**config.mk**
```make
export PLATFORM = sky130hd
export DESIGN_NAME = alu_arbiter
export DESIGN_NICKNAME = d
export VERILOG_FILES = /design/src/rtl/alu_arbiter.sv
export SDC_FILE = /design/constraint.sdc
export NUM_CORES = 1
export LEC_CHECK = 0
export BUFFER_PORTS_ARGS = -buffer_cell sky130_fd_sc_hd__buf_2
export CORE_ASPECT_RATIO = 1.25
export CORE_MARGIN = 5
export CORE_UTILIZATION = 25
export CTS_CLUSTER_SIZE = 25
export DETAILED_ROUTE_END_ITERATION = 10
export HOLD_SLACK_MARGIN = 0.02
export PLACE_DENSITY = 0.61
export RECOVER_POWER = 50
export SLEW_MARGIN = 20
export SYNTH_ARGS = -nofsm -noshare
export SYNTH_HDL_FRONTEND = slang
export SYNTH_SLANG_ARGS = --single-unit
```
**constraint.sdc**
```tcl
create_clock -name clk -period 2 [get_ports clk]
set_clock_uncertainty 0.15 [all_clocks]
set_input_delay 0 -clock clk [delete_from_list [all_inputs] [get_ports clk]]
set_output_delay 0 -clock clk [all_outputs]
set_load 0.01 [all_outputs]
```
**src/rtl/alu_arbiter.sv**
```systemverilog
// Two-requester round-robin front end for a shared combinational 8-bit ALU.
// Optional illegal-opcode checking is enabled by defining ALU_ARB_OPCHECK_EN.
module alu_arbiter (
  input  logic       clk,
  input  logic       rst,
  input  logic       req0_valid,
  output logic       req0_ready,
  input  logic [7:0] req0_a,
  input  logic [7:0] req0_b,
  input  logic [3:0] req0_op,
  input  logic       req1_valid,
  output logic       req1_ready,
  input  logic [7:0] req1_a,
  input  logic [7:0] req1_b,
  input  logic [3:0] req1_op,
  output logic [7:0] alu_a,
  output logic [7:0] alu_b,
  output logic [3:0] alu_opcode,
  input  logic [7:0] alu_out,
  input  logic       alu_carry,
  input  logic       alu_overflow,
  input  logic       alu_zero,
  output logic       rsp_valid,
  input  logic       rsp_ready,
  output logic       rsp_id,
  output logic [7:0] rsp_data,
  output logic       rsp_carry,
  output logic       rsp_overflow,
  output logic       rsp_zero,
  output logic       rsp_err
);

  typedef enum logic [1:0] {IDLE, EXEC, RESP} state_t;

  state_t state, state_nxt;
  logic   last_grant;
  logic   grant;
  logic   accept;
  logic   op_illegal;

  // Tie goes to whichever requester was not served last.
  always_comb begin
    grant = 1'b0;
    if (req0_valid && req1_valid) grant = ~last_grant;
    else if (req1_valid)          grant = 1'b1;
  end

  // Readies are masked during reset, since the async reset already holds IDLE.
  assign accept     = (state == IDLE) && !rst && (grant ? req1_valid : req0_valid);
  assign req0_ready = accept && !grant;
  assign req1_ready = accept && grant;

  always_ff @(posedge clk or posedge rst) begin
    // NOTE: sequential state uses non-blocking assignments so every register
    // samples pre-edge values, independent of statement order.
    if (rst) state <= IDLE;
    else     state <= state_nxt;
  end

  always_comb begin
    // NOTE: every output of this block is given a default first; a path that
    // leaves one unassigned would infer a latch.
    state_nxt = state;
    rsp_valid = 1'b0;
    case (state)
      IDLE: if (accept) state_nxt = EXEC;
      EXEC: state_nxt = RESP;
      RESP: begin
        rsp_valid = 1'b1;
        if (rsp_ready) state_nxt = IDLE;
      end
      default: state_nxt = IDLE;
    endcase
  end

  // Operand/opcode registers and the requester id change only on an accept.
  always_ff @(posedge clk or posedge rst) begin
    if (rst) begin
      last_grant <= 1'b1;
      alu_a      <= '0;
      alu_b      <= '0;
      alu_opcode <= '0;
      rsp_id     <= 1'b0;
    end else if (accept) begin
      last_grant <= grant;
      rsp_id     <= grant;
      alu_a      <= grant ? req1_a  : req0_a;
      alu_b      <= grant ? req1_b  : req0_b;
      alu_opcode <= grant ? req1_op : req0_op;
    end
  end

`ifdef ALU_ARB_OPCHECK_EN
  assign op_illegal = (alu_opcode > 4'd8);

  always_ff @(posedge clk or posedge rst) begin
    if (rst)                 rsp_err <= 1'b0;
    else if (state == EXEC)  rsp_err <= op_illegal;
  end
`else
  assign op_illegal = 1'b0;
  assign rsp_err    = 1'b0;
`endif

  // Result is captured at the end of EXEC and held through RESP.
  always_ff @(posedge clk or posedge rst) begin
    if (rst) begin
      rsp_data     <= '0;
      rsp_carry    <= 1'b0;
      rsp_overflow <= 1'b0;
      rsp_zero     <= 1'b0;
    end else if (state == EXEC) begin
      rsp_data     <= op_illegal ? 8'h00 : alu_out;
      rsp_carry    <= alu_carry    && !op_illegal;
      rsp_overflow <= alu_overflow && !op_illegal;
      rsp_zero     <= alu_zero     && !op_illegal;
    end
  end

endmodule

```
Word level (Yosys, flattened, before mapping)
Index checks and enable logic that the tools add are counted.
- logic and storage cells: 34
- input port bits: 56
- output and inout bits: 36
- bits in registers: 35
- equality and inequality tests: 4
- bitwise logic cells: 1
- reduce and logical (&&, ||, !) cells: 9
- multiplexer cells: 10
- operator list (operator ; number):
    $mux W8 ; 2
    $pmux W2 S3 ; 1
    $logic_and A1 B1 Y1 ; 5
    $mux W1 ; 4
    $mux W2 ; 2
    $mux W4 ; 1
    $ne A2 B2 Y1 const B ; 2
    $eq A2 B1 Y1 const B ; 1
    $eq A2 B2 Y1 const B ; 1
    $logic_not A1 Y1 ; 2
    $logic_not A2 Y1 ; 1
    $reduce_and A2 Y1 ; 1
    $not A1 Y1 ; 1

Logic depth before layout (Yosys ltp)
- depth after elaboration: 6
- gate-level depth with buffers: 5
- mapped depth without buffers: 3

Least setup slack after synthesis
No wires, ideal clock.
- path kind: reg2reg
- start: register last_grant
- end: register alu_a[0]
- stages on the path, launching flop included: 6
- period minus slack after synthesis: 1.589 ns
- arrival time: 1.313 ns
- data required time: 1.724 ns
- slack: 0.411 ns
- library setup time: 0.126 ns
- path buffers: 2
- cells stage by stage: dfstp_2 -> nand2_1 -> and3_1 -> buf_2 -> buf_6 -> a221o_1
- longest elaborated chain between the ends: 4
- elaborated cells between the ends (all ways): 5
- classes of those cells: 3 x mux; 1 x bitwise; 1 x reduce/logical
- ends and longest elaborated chain (item ; line ; RTL):
    from (decl) ; 36 ; logic last_grant;
    from (signal assigned) ; 85 ; last_grant <= grant;
    $not A1 Y1 (*) ; 44 ; if (req0_valid && req1_valid) grant = ~last_grant;
    $mux W1 (*) ; 44 ;
    $mux W1 ; 49 ; assign accept = (state == IDLE) && !rst && (grant ? req1_valid : req0_valid);
    $logic_and A1 B1 Y1 ; 49 ;
    to (signal assigned) ; 87 ; alu_a <= grant ? req1_a : req0_a;
    to (decl) ; 16 ; output logic [7:0] alu_a,
Every way passes the cells marked *; elsewhere a longest branch is shown, timed or not.
A chain may end at the register's enable or synchronous reset.

Worst setup path in the final report
- start: register state[1]
- end: output req0_ready
- longest elaborated chain between the ends: 4
- ends and longest elaborated chain (item ; line ; RTL):
    from (decl) ; 35 ; state_t state, state_nxt;
    from (signal assigned) ; 57 ; else state <= state_nxt;
    $logic_not A2 Y1 ; 49 ;
    $logic_and A1 B1 Y1 (2 in a row) ; 49 ;
    $logic_and A1 B1 Y1 ; 50 ; assign req0_ready = accept && !grant;
    to (decl) ; 7 ; output logic req0_ready,
Every way passes these cells.

==> impl_metrics.toml <==
[sta]
report.final.hold_viol_count = 0
setup-violations-final = 0
final.min_clock_period_ns = 1.77
worst_slew_margin_rel = 0.333
post-route-period-util = 0.883
rsz0062_at_grt = "no"
fmaxAchievable_mhz = 566
slew_viol_final = 0
setup_total_negative_slack_ns = 0
postLayoutSetupSlackWorst_ns = 0.233
worst_pin_slew_ns = 1.00

[placement]
io_buffers = 90
dp.cells = 304
pre_cts_ws_ns = 0.265
place.gp.congestion = 0.725
hpwl_um = 3340

[floorplanning]
rows = 32
width_of_the_die_um = 80.3
total_die_area_mm2 = 0.00785
initial_core_utilization = 0.253
io-pin-count = 92
floorplan.die.height_um = 97.8
core-area_mm2 = 0.00609

[final_layout]
layout.area.seq_um2 = 877
finalNonFillerCells = 365
multi_input_combinational_cell_area_um2 = 591
layout.nets = 335
area_growth_pct = 75.6
mostFrequentLayoutCell = "sky130_fd_sc_hd__buf_2"
layout-drive-gt1-share = 0.361
utilization = 0.445
num_antenna_cells = 0
most-common-layout-cells = "sky130_fd_sc_hd__buf_2, sky130_fd_sc_hd__dlygate4sd3_1, sky130_fd_sc_hd__dfrtp_1"
nFillCells = 601

[grt]
grt_start_max_net_pins = 24
grt_first_pass_wirelength_um = 7930
grt_pass1_vias = 1751
initial_antenna_violation_count = 0
track_usage = 0.131
grt-ovfl-total = 0

[yosys]
seq_cells_post_synth = 35
synth_top_family_by_area = "simple AND/OR/NAND/NOR gates"
post_synth_main_area_contributors = "sky130_fd_sc_hd__dfrtp_1, sky130_fd_sc_hd__a221o_1, sky130_fd_sc_hd__mux2_2, sky130_fd_sc_hd__nor3_1, sky130_fd_sc_hd__nand2_1"
synth-warning-count = 0
synth_fp_nets = 190
synth_simple_gate_area_frac = 0.148
synth_cells = 134
yosysUniqueCellTypes = 22
post_synth.cell_area_avg_um2 = 11.5
synth.area.mux_share = 0.0803
sequential_area_share_after_synthesis = 0.569
yosys.area.top_type = "sky130_fd_sc_hd__dfrtp_1"
yosys.area_share.adder = 0
post-synth-top-area-fraction = 0.552
synth_compound_gate_area_share = 0.146
share_of_the_synthesized_netlist_area_taken_by_xor_and_xnor_gates = 0
netlist_area_mm2 = 0.00154

[routing]
via_to_cell_ratio = 4.43
wire_length_on_met3_um = 365
route.vias.total = 1616
routed_wire_length_per_instance_um = 13.9
wirelength_met1_um = 1970
maxUsedRoutingLayer = "met4"
drt_pre_antenna_iters = 4
detail_route.iter0.violations = 40
dr_wl_met2_um = 2570
drc_errors = 0
drt-total-wl_um = 5060
postRouteAntennaNets = 0

[pwr]
pwr_density_cell_mw_per_mm2 = 1110
power.share.clock = 0.208
cellInternalPower_uw = 2000
power_frac_comb = 0.382
power.static_leakage_uw = 0.00129
vdd.ir_drop.worst_uv = 402
power.switching_uw = 1000
switching_share = 0.333
seq_power_share = 0.410

[critical_path]
critPathMaxFanout = 20
worst_setup_path_end_kind = "primary output"
critical_path.startpoint_type = "flip-flop"
worstPathArrival_ns = 1.62
worst-endpoint-required_ns = 1.85
setup.worst_path.class = "flip-flop to primary output"

[clock_network]
path_clk_slew_ns = 0.07
numCtsBuffers = 5
cts_post_setup_buffers_inserted = 0
cts.root.buffer_cell = "sky130_fd_sc_hd__clkbuf_8"
clkLatencyLatePin_ns = 0.28
max-clock-path-buffers = 2
tritoncts_clock_tree = "yes"
clock_sinks = 35
cts_htree_levels = 2

[job]
drv.max_cap_violation_count = 0

[status]
outcome = "finished, final reports clean"

[worst_hold_path]
timing.hold.worst.class = "input pin to flip-flop"
-- metal layers --
metal / GRT usage / vias up
met5: 0 / -
met4: 0.0585 / 0
met3: 0.0369 / 15
met2: 0.233 / 79
met1: 0.141 / 744
li1: - / 778
-- through the flow --
step	total power [µW]	hold WS (ns)	area, µm²
floorplan	1850	-0.0424	1540
global placement	2330	-0.0677	2090
detailed placement	2350	-0.0567	2090
CTS	3080	0.0449	2730
global route	3200	0.0823	2710
finish	3000	0.0534	2710
-- cell usage after synthesis --
master,instances
sky130_fd_sc_hd__buf_6,2
sky130_fd_sc_hd__nor3_2,1
sky130_fd_sc_hd__mux2_2,11
sky130_fd_sc_hd__and3_1,1
sky130_fd_sc_hd__nor2b_1,1
sky130_fd_sc_hd__and4b_1,1
sky130_fd_sc_hd__nand2b_1,2
sky130_fd_sc_hd__o21ai_1,1
sky130_fd_sc_hd__nor3_1,19
sky130_fd_sc_hd__nor3b_1,1
sky130_fd_sc_hd__buf_4,1
sky130_fd_sc_hd__nand2_1,20
sky130_fd_sc_hd__o21ai_0,1
sky130_fd_sc_hd__a21o_1,2
sky130_fd_sc_hd__a221o_1,20
sky130_fd_sc_hd__inv_1,3
sky130_fd_sc_hd__or3_1,1
sky130_fd_sc_hd__dfstp_2,1
sky130_fd_sc_hd__dfrtp_1,34
sky130_fd_sc_hd__buf_2,4
sky130_fd_sc_hd__clkbuf_1,6
sky130_fd_sc_hd__conb_1,1
-- worst max-delay path: stages, from the launching register on --
cell and delay, ns:
sky130_fd_sc_hd__dfrtp_1 0.41, sky130_fd_sc_hd__or3_4 0.52, sky130_fd_sc_hd__nor3b_1 0.23, sky130_fd_sc_hd__buf_2 0.17
-- registers in the layout (all words and copies together), names as in the netlist --
signal,count
alu_b,8
state,2
rsp_data,8
alu_a,8
rsp_overflow,1
rsp_carry,1
last_grant,1
alu_opcode,4
rsp_zero,1
rsp_id,1
-- path summary, 6_finish.rpt --
kind	startpoint	to	slack [ns]	cells past startpoint
setup / recovery	state[1]	req0_ready	0.23	3
setup reg to reg	state[1]	alu_b[4]	0.33	3
hold reg to reg	rsp_id	rsp_id	0.35	1
min in group asynchronous	rst	alu_a[5]	0.45	4
hold / removal	req0_valid	alu_a[4]	0.05	4
max in group asynchronous	rst	alu_b[5]	0.67	4
-- power groups by stage --
stage	clock [µW]	sequential, µW	combinational [µW]
4_1_cts	655	1220	1200
3_3_place_gp	0	1230	1100
2_1_floorplan	0	1370	480
6_report	625	1230	1150
3_5_place_dp	0	1220	1130
5_1_grt	678	1270	1260
-- kinds of logic after synthesis --
| group | Yosys count |
|---|---|
| other | 1 |
| AO/OA/AOI/OAI | 24 |
| flip-flops | 35 |
| multiplexers | 11 |
| buffers and inverters | 16 |
| AND/OR/NAND/NOR | 47 |
-- layout make-up --
cell class	instances	area share
Inverter	3	0.00416
Timing Repair Buffer	151	0.373
Clock inverter	3	0.0162
Sequential cell	35	0.324
Tap cell	85	0.0393
Multi-Input combinational cell	83	0.218
Clock buffer	5	0.0254
-- repair_timing --
action	4_1_cts	5_1_grt
endpoints found under the setup margin	0	1
hold endpoints to repair	67	0
resized for setup	0	2
hold buffers	53	0
Power figures use the tool's default switching activity.
